===== config.mk =====
export PLATFORM = sky130hd
export DESIGN_NAME = bpc_blk_packer
export DESIGN_NICKNAME = d
export VERILOG_FILES = /design/src/rtl/bpc_blk_packer.sv
export SDC_FILE = /design/constraint.sdc
export NUM_CORES = 2
export LEC_CHECK = 0
export BUFFER_PORTS_ARGS = -buffer_cell sky130_fd_sc_hd__buf_2
export CORE_MARGIN = 10
export CORE_UTILIZATION = 50
export CTS_CLUSTER_DIAMETER = 80
export CTS_CLUSTER_SIZE = 20
export DETAILED_ROUTE_END_ITERATION = 6
export PLACE_DENSITY = 0.7
export SETUP_SLACK_MARGIN = 0.2
export SYNTH_ARGS = -nofsm -noshare
export SYNTH_HDL_FRONTEND = slang
export SYNTH_SLANG_ARGS = --single-unit

===== constraint.sdc =====
create_clock -name clk -period 8.2 [get_ports clk]
set_input_delay 1.64 -clock clk [delete_from_list [all_inputs] [get_ports clk]]
set_output_delay 1.64 -clock clk [all_outputs]
set_load 0.02 [all_outputs]

===== src/rtl/bpc_blk_packer.sv =====
`default_nettype none
// +--------------------------------------------------------------------------------------------+
// | bpc_blk_packer: collects BPC code words and block sizes, emits header + words per block.    |
// | Rev 1.0                                                                                     |
// +--------------------------------------------------------------------------------------------+
module bpc_blk_packer #(
  parameter int WORD_W     = 64,
  parameter int SIZE_W     = 11,
  parameter int MAX_WORDS  = 8,
  parameter int DEPTH      = 16,
  parameter int META_DEPTH = 4,
  parameter int RAW_THRESH = 512
) (
  input  logic              clk,
  input  logic              rst,
  input  logic [WORD_W-1:0] data_i,
  input  logic              d_valid_i,
  input  logic [SIZE_W-1:0] size_i,
  input  logic              s_valid_i,
  output logic              ready_o,
  output logic [15:0]       hdr_o,
  output logic              hdr_valid_o,
  input  logic              hdr_ready_i,
  output logic [WORD_W-1:0] m_data_o,
  output logic              m_valid_o,
  output logic              m_last_o,
  input  logic              m_ready_i,
  output logic              ovf_o
);

  localparam int AW     = $clog2(DEPTH);
  localparam int MW     = $clog2(META_DEPTH);
  localparam int SZ_FLD = 10;
  localparam int WSH    = $clog2(WORD_W);

  typedef enum logic [1:0] {ST_IDLE, ST_HDR, ST_DATA} state_t;

  logic [WORD_W-1:0] word_mem [DEPTH];
  logic [15:0]       meta_mem [META_DEPTH];

  logic [AW:0] w_wr_q, w_wr_d, w_rd_q, w_rd_d, w_cnt, w_cnt_d;
  logic [MW:0] mt_wr_q, mt_wr_d, mt_rd_q, mt_rd_d, mt_cnt, mt_cnt_d;
  logic [3:0]  wcnt_q, wcnt_d, wcnt_inc, blk_words;
  logic        ovf_q, ovf_d, ready_q, ready_d;
  logic        w_pop, mt_pop, w_push, mt_push;
  logic        hdr_raw, hdr_err;
  logic [SIZE_W:0]   ceil_w, exp_w;
  logic [SZ_FLD-1:0] size_fld;
  logic [15:0]       hdr_new;

  state_t            state_q;
  logic [3:0]        rem_q;
  logic              hdr_valid_q, m_valid_q, m_last_q;
  logic [15:0]       hdr_q;
  logic [WORD_W-1:0] m_data_q;

  assign w_cnt  = w_wr_q - w_rd_q;
  assign mt_cnt = mt_wr_q - mt_rd_q;
  assign w_pop  = m_valid_q && m_ready_i;
  assign mt_pop = hdr_valid_q && hdr_ready_i;

  // A pop in the same cycle frees the slot, so a full FIFO may still take the push.
  assign w_push  = d_valid_i && ((w_cnt != (AW+1)'(DEPTH)) || w_pop);
  assign mt_push = s_valid_i && ((mt_cnt != (MW+1)'(META_DEPTH)) || mt_pop);

  always_comb begin
    wcnt_inc  = (wcnt_q == 4'hF) ? 4'hF : wcnt_q + 4'd1;
    blk_words = d_valid_i ? wcnt_inc : wcnt_q;
    ceil_w    = ({1'b0, size_i} + (SIZE_W+1)'(WORD_W-1)) >> WSH;
    exp_w     = (ceil_w > (SIZE_W+1)'(MAX_WORDS)) ? (SIZE_W+1)'(MAX_WORDS) : ceil_w;
    hdr_raw   = (size_i >= SIZE_W'(RAW_THRESH));
    hdr_err   = ((SIZE_W+1)'(blk_words) != exp_w);
    // The 16-bit header leaves 10 bits for size; larger sizes saturate (raw is set for them anyway).
    size_fld  = ((size_i >> SZ_FLD) != '0) ? {SZ_FLD{1'b1}} : size_i[SZ_FLD-1:0];
    hdr_new   = {hdr_raw, hdr_err, blk_words, size_fld};
  end

  always_comb begin
    w_wr_d  = w_wr_q + (AW+1)'(w_push);
    w_rd_d  = w_rd_q + (AW+1)'(w_pop);
    mt_wr_d = mt_wr_q + (MW+1)'(mt_push);
    mt_rd_d = mt_rd_q + (MW+1)'(mt_pop);
    w_cnt_d  = w_wr_d - w_rd_d;
    mt_cnt_d = mt_wr_d - mt_rd_d;
    ready_d = (w_cnt_d <= (AW+1)'(DEPTH-2)) && (mt_cnt_d <= (MW+1)'(META_DEPTH-2));
    ovf_d   = ovf_q || (d_valid_i && !w_push) || (s_valid_i && !mt_push);
    wcnt_d  = wcnt_q;
    if (s_valid_i) begin
      wcnt_d = 4'd0;
    end else if (d_valid_i) begin
      wcnt_d = wcnt_inc;
    end
  end

  always_ff @(posedge clk) begin
    if (rst) begin
      w_wr_q  <= '0;
      w_rd_q  <= '0;
      mt_wr_q <= '0;
      mt_rd_q <= '0;
      wcnt_q  <= '0;
      ovf_q   <= 1'b0;
      ready_q <= 1'b1;
    end else begin
      w_wr_q  <= w_wr_d;
      w_rd_q  <= w_rd_d;
      mt_wr_q <= mt_wr_d;
      mt_rd_q <= mt_rd_d;
      wcnt_q  <= wcnt_d;
      ovf_q   <= ovf_d;
      ready_q <= ready_d;
    end
  end

  always_ff @(posedge clk) begin
    if (w_push) begin
      word_mem[w_wr_q[AW-1:0]] <= data_i;
    end
    if (mt_push) begin
      meta_mem[mt_wr_q[MW-1:0]] <= hdr_new;
    end
  end

  // Egress: the word being offered stays in the FIFO until its handshake.
  always_ff @(posedge clk) begin
    if (rst) begin
      state_q     <= ST_IDLE;
      rem_q       <= 4'd0;
      hdr_valid_q <= 1'b0;
      hdr_q       <= '0;
      m_valid_q   <= 1'b0;
      m_last_q    <= 1'b0;
      m_data_q    <= '0;
    end else begin
      case (state_q)
        ST_IDLE: begin
          if (mt_cnt != '0) begin
            hdr_q       <= meta_mem[mt_rd_q[MW-1:0]];
            hdr_valid_q <= 1'b1;
            state_q     <= ST_HDR;
          end
        end
        ST_HDR: begin
          if (hdr_ready_i) begin
            hdr_valid_q <= 1'b0;
            rem_q       <= hdr_q[13:10];
            state_q     <= (hdr_q[13:10] == 4'd0) ? ST_IDLE : ST_DATA;
          end
        end
        ST_DATA: begin
          if (w_pop) begin
            if (rem_q == 4'd1) begin
              m_valid_q <= 1'b0;
              m_last_q  <= 1'b0;
              if (mt_cnt != '0) begin
                hdr_q       <= meta_mem[mt_rd_q[MW-1:0]];
                hdr_valid_q <= 1'b1;
                state_q     <= ST_HDR;
              end else begin
                state_q <= ST_IDLE;
              end
            end else begin
              rem_q <= rem_q - 4'd1;
              if (w_cnt > (AW+1)'(1)) begin
                m_data_q  <= word_mem[w_rd_q[AW-1:0] + AW'(1)];
                m_valid_q <= 1'b1;
                m_last_q  <= (rem_q == 4'd2);
              end else begin
                m_valid_q <= 1'b0;
                m_last_q  <= 1'b0;
              end
            end
          end else if (!m_valid_q && (w_cnt != '0)) begin
            m_data_q  <= word_mem[w_rd_q[AW-1:0]];
            m_valid_q <= 1'b1;
            m_last_q  <= (rem_q == 4'd1);
          end
        end
        default: state_q <= ST_IDLE;
      endcase
    end
  end

  assign ready_o     = ready_q;
  assign ovf_o       = ovf_q;
  assign hdr_o       = hdr_q;
  assign hdr_valid_o = hdr_valid_q;
  assign m_data_o    = m_data_q;
  assign m_valid_o   = m_valid_q;
  assign m_last_o    = m_last_q;

endmodule
`default_nettype wire


* Word-level counts from Yosys, hierarchy flattened *
Memory sizes are Yosys's and may differ from the RTL's. A register that Yosys moved wholly into a read port is not among the register bits.
Cells that the tools add are included.

storage, ports and cells
  register bits after elaboration = 111
  memories = 2
  word-level logic and storage cells = 120
  RAM bits = 1088

operators by class
  equality and inequality tests = 15
  reductions and logical operators = 30
  mux-type cells = 42
  $lt $le $gt $ge = 5
  add/subtract/negate cells = 12

memory list
  name      depth  bits a word  read ports  clocked after memory_dff  write ports  line  text
  word_mem  16     64           2           1                         1            38    logic [WORD_W-1:0] word_mem [DEPTH];
  meta_mem  4      16           1           1                         1            39    logic [15:0] meta_mem [META_DEPTH];

operators with widths
  operator               number
  $mux 64                4
  $mux 16                3
  $pmux 16 s2            1
  $mux 4                 6
  $mux 1                 17
  $reduce_and 4->1       4
  $add 11x6->12 const B  1
  $mux 2                 6
  $ne 2x2->1 const B     6
  $ge 11x10->1 const B   1
  $add 5x1->5            2
  $mux 10                1
  $sub 5x5->5            2
  $add 4x1->4 const B    2
  $logic_and 1x1->1      8
  $pmux 4 s2             1
  $add 3x1->3            2
  $gt 6x4->1 const B     1
  $mux 6                 1
  $ne 4x6->1             1
  $pmux 2 s3             1
  $reduce_bool 2->1      3
  $reduce_bool 3->1      2
  $sub 3x3->3            2
  21 further kinds       26

* Depth between registers and ports, before layout *
  word-level depth = 8
  mapped depth = 20
  depth with buffers taken out = 18

* Least setup slack after synthesis *
No wires, ideal clock.

  kind = input to register
  start point = input port d_valid_i
  end point = memory word_mem[0][0], enable pin
  data arrival time = 6916 ps
  stages = 4
  path buffers = 1
  data required time = 7635 ps
  path slack = 719 ps
  path through = clkbuf_1 a21boi_2 or3b_1 nor3_1

between the ends
  longest elaborated chain between the ends = 3

RTL lines
  item                          line  text
  start: declaration            17    input logic d_valid_i,
  $logic_and 1x1->1             63    assign w_push = d_valid_i && ((w_cnt != (AW+1)'(DEPTH)) || w_pop);
  $mux 1                        116   if (w_push) begin
  $mux 1 (not written as such)  117   word_mem[w_wr_q[AW-1:0]] <= data_i;
  end: declaration              38

No other way between the ends.

* Worst setup path after layout *
  start point = register w_rd_q[1]
  end point = memory word_mem[10][9], enable pin

between the ends
  longest elaborated chain between the ends = 6

RTL lines
  item                          line  text
  start: declaration            41    logic [AW:0] w_wr_q, w_wr_d, w_rd_q, w_rd_d, w_cnt, w_cnt_d;
  start signal: assignment      106   w_rd_q <= w_rd_d;
  $sub 5x5->5                   57    assign w_cnt = w_wr_q - w_rd_q;
  $ne 5x5->1                    63
  $logic_or 1x1->1              63
  $logic_and 1x1->1             63
  $mux 1                        116
  $mux 1 (not written as such)  117

No other way between the ends.

==> summary.txt <==
CTS
  • Clk_lat worst skew: 0.67 ns
  • CTS root buf: clkbuf_16
  • Clock Sinks: 1199
  • # H-tree levels: 3
  • Worst-path clk slew: 0.08 ns
  • CTS tree: done
  • CTS Buf Count: 72
  • Post-CTS setup buffer count: 0
  • Clock Tree Buf Depth: 3
  • Gates resized, CTS repair: 0
  • Hold_buf cts: 0

Setup path
  • Setup CP Type: register to register
  • Critical-path cell list: clkinv_1 > ha_1 > a221oi_2 > xnor2_1 > nor3_1 > a21boi_2 > nand3b_1 > nor2_4 > buf_4 > buf_4
  • CP required: 8.51 ns
  • Arrival @ worst endpoint: 5.96 ns
  • CP dominant cell by count: buf_4
  • Startpoint types: register
  • Start of the worst register-to-register path: w_rd_q[1]
  • CP Capture Type: register
  • Worst Setup SP: w_rd_q[1]
  • Reg2reg setup slack: 2.54 ns
  • Setup crit end: word_mem[10][9]
  • Reg2reg path depth: 10
  • RR Endpoint: word_mem[10][9]
  • Max stage delay cell, worst path: dfxtp_4
  • Worst Path Max Fanout: 59
  • CP peak stage delay: 1.04 ns

Final layout
  • Commonest non-fill, non-tap cell in the layout: edfxtp_1
  • Fill cells: 8144
  • Final net count: 2984
  • Area taken by flip-flops and latches: 34900 sq um
  • Layout cells sized above 1: 31.70%
  • Cell area after layout: 58460 sq um
  • Most frequent cells in the layout: edfxtp_1, mux4_2, buf_2
  • Area of the multi-input gates: 18280 sq um
  • Synthesis-to-layout area growth: 8.078%

Yosys
  • Cell count after synthesis: 2792
  • Avg Inst Size Synth: 19.37 sq um
  • Post-synth top flop: edfxtp_1
  • Yosys warns: 0
  • Sequential-to-total area share from yosys stat: 64.51%
  • Post-Syn Nets: 2900
  • Synth Register Bits: 1199
  • EDFF count, synth: 1088
  • Synth cell types: 61
  • Ys async rst share: 0%
  • Post-synthesis cell area: 54090 sq um

Routing
  • DR pass1 iterations: 7
  • Via count: 29259
  • Final ANT Viol Nets: 0
  • DRT Wirelength: 133500 um
  • Vias/cell: 6.735
  • Wire per inst: 30.73 um
  • Drc violations: 2
  • 1st-iter DRT viols: 3510

Run status
  • Status: finished, violations left
  • Failing checks: DRC

Pwr
  • Total Power: 11550 uW
  • Worst VDD drop: 0.1547 mV
  • Leakage: 0.01743 uW
  • Power Dens Cells: 197.5 nW/um^2

STA
  • Final hold violation count: 0
  • Setup TNS: 0 ns
  • Final Max Tran Viols: 0
  • Max Freq: 176.8 MHz
  • Skew final: 0.02832 ns
  • RSZ-0062 raised after global routing: no
  • Final Cycle Share: 68.97%
  • Final setup fails: 0
  • Final Critical Period: 5.656 ns
  • Worst Max-Slew Pin Slew: 1.244 ns
  • Slew Limit Headroom: 16.85%

Global routing
  • Vias in the first global route: 30237
  • Pin count of the biggest net entering global routing: 141
  • Total congestion overflow: 0
  • GRT Total Usage: 21.80%
  • Initial antenna violation count: 24
  • First-pass GRT wire length: 199000 um

Placement
  • Port Buffers: 165
  • Gpl congestion: 0.8060
  • DP HPWL: 75040 um
  • Placed Area: 56300 sq um

Floorplanning
  • Io pins: 166
  • Core Area: 107200 sq um
  • Die ar.: 121700 sq um
  • Row Count: 120
  • Starting Density: 50.45%
  • Die height: 348.9 um
  • Die Span X: 348.9 um

Hold path
  • Worst hold path type: register to register

Flow run
  • Max-cap violations: 0
==> worst max-delay path, delay by kind of cell (launching register included) <==
family / cells / cell delay, ns
buffers and inverters: 3 / 1.77
AOI/OAI and AO/OA: 2 / 0.57
DFF: 1 / 1.04
and+or+nand+nor: 3 / 1.17
xor gates and xnor gates: 1 / 0.24
adders and majority gates: 1 / 0.45
==> report_power, final <==
group	switching (uW)	leakage (uW)	internal (uW)
sequential	89.5	0.0107	6800
clock	1970	0.00103	1720
combinational	551	0.00568	406
==> through the flow <==
stage                     hold slack [ns]  utilization (%)  std cells  worst slack [ns]
after floorplan                    0.4674                -       2792            0.7193
after global placement             0.4502            52.51       4205             2.715
after detailed placement           0.4608            52.51       4205             2.596
after CTS                          0.4779            54.51       4337             2.576
after global routing               0.5001            54.53       4343             2.327
final                              0.4728            54.53       4344             2.544
==> per-layer routing <==
| layer | vias up | part of all wire (%) | track usage [%] |
|---|---|---|---|
| li1 | 11965 | - | - |
| met3 | 250 | 8.0 | 3.386 |
| met2 | 1455 | 50 | 36.19 |
| met1 | 15573 | 39 | 29.41 |
| met5 | - | 0.079 | 0 |
| met4 | 16 | 3.1 | 7.402 |
==> cells by family (layout without fill, tap and decap cells) <==
logic type,count (synthesis),in the layout,share of synthesized area [%]
other,0,7,0
xor gates and xnor gates,24,24,0.3886
adders and majority gates,28,28,0.6847
and+or+nand+nor,362,362,3.141
buffers and inverters,229,371,2.029
DFF,1199,1199,64.51
AOI/OAI and AO/OA,266,266,3.486
muxes,684,684,25.76
==> registers in the layout, indices dropped and copies added, names as in the netlist, 2 cells and up <==
name,cells
hdr_o,16
m_data_o,64
meta_mem,64
mt_rd_q,3
mt_wr_q,3
rem_q,4
state_q,2
w_rd_q,5
w_wr_q,5
wcnt_q,4
word_mem,1024
==> Yosys cell counts (all sizes together), types with 3 or more instances <==
cell     instances  area (sq um)
edfxtp        1088         32670
mux4           566         12750
nand2          153         574.3
buf            125         705.7
mux2i          115          1151
dfxtp          111          2222
clkbuf          85         320.3
nand2b          68         427.9
nor2            68         255.2
o21ai           64         320.3
o22ai           59         431.7
a32oi           57         499.2
a21oi           29         148.9
ha              24         300.3
inv             17         63.81
xnor2           14         122.6
a221oi          13         120.1
nand3           13         65.06
nor3            12         60.06
or2             12         75.07
nor2b           11         68.82
xor2            10         87.58
a31oi            8         50.05
a2111oi          7         61.31
a211o            7         61.31
nand4            6         37.54
o22a             5         43.79
nand3b           4         30.03
a211oi           3         22.52
a21o             3         22.52
and2             3         18.77
and3             3         18.77
fa               3         60.06
mux2             3         33.78
nor3b            3         22.52
==> cell type report <==
class	count	area share [%]
well taps	1403	3.003
flip-flops and latches	1199	59.71
multi-input cells	1364	31.27
diodes	7	0.02997
clock buffers	121	3.470
clock inverters	11	0.1991
inverters	19	0.1284
repair buffers	220	2.187
==> worst min-delay path by stage <==
stage	from	end	cells past startpoint
floorplan	rem_q[3]	rem_q[3]	2
global placement	m_data_o[15]	m_data_o[15]	1
detailed placement	m_data_o[56]	m_data_o[56]	1
CTS	m_data_o[52]	m_data_o[52]	2
global route	m_data_o[52]	m_data_o[52]	2
finish	m_data_o[30]	m_data_o[30]	2
(Power assumes the default switching activity.)
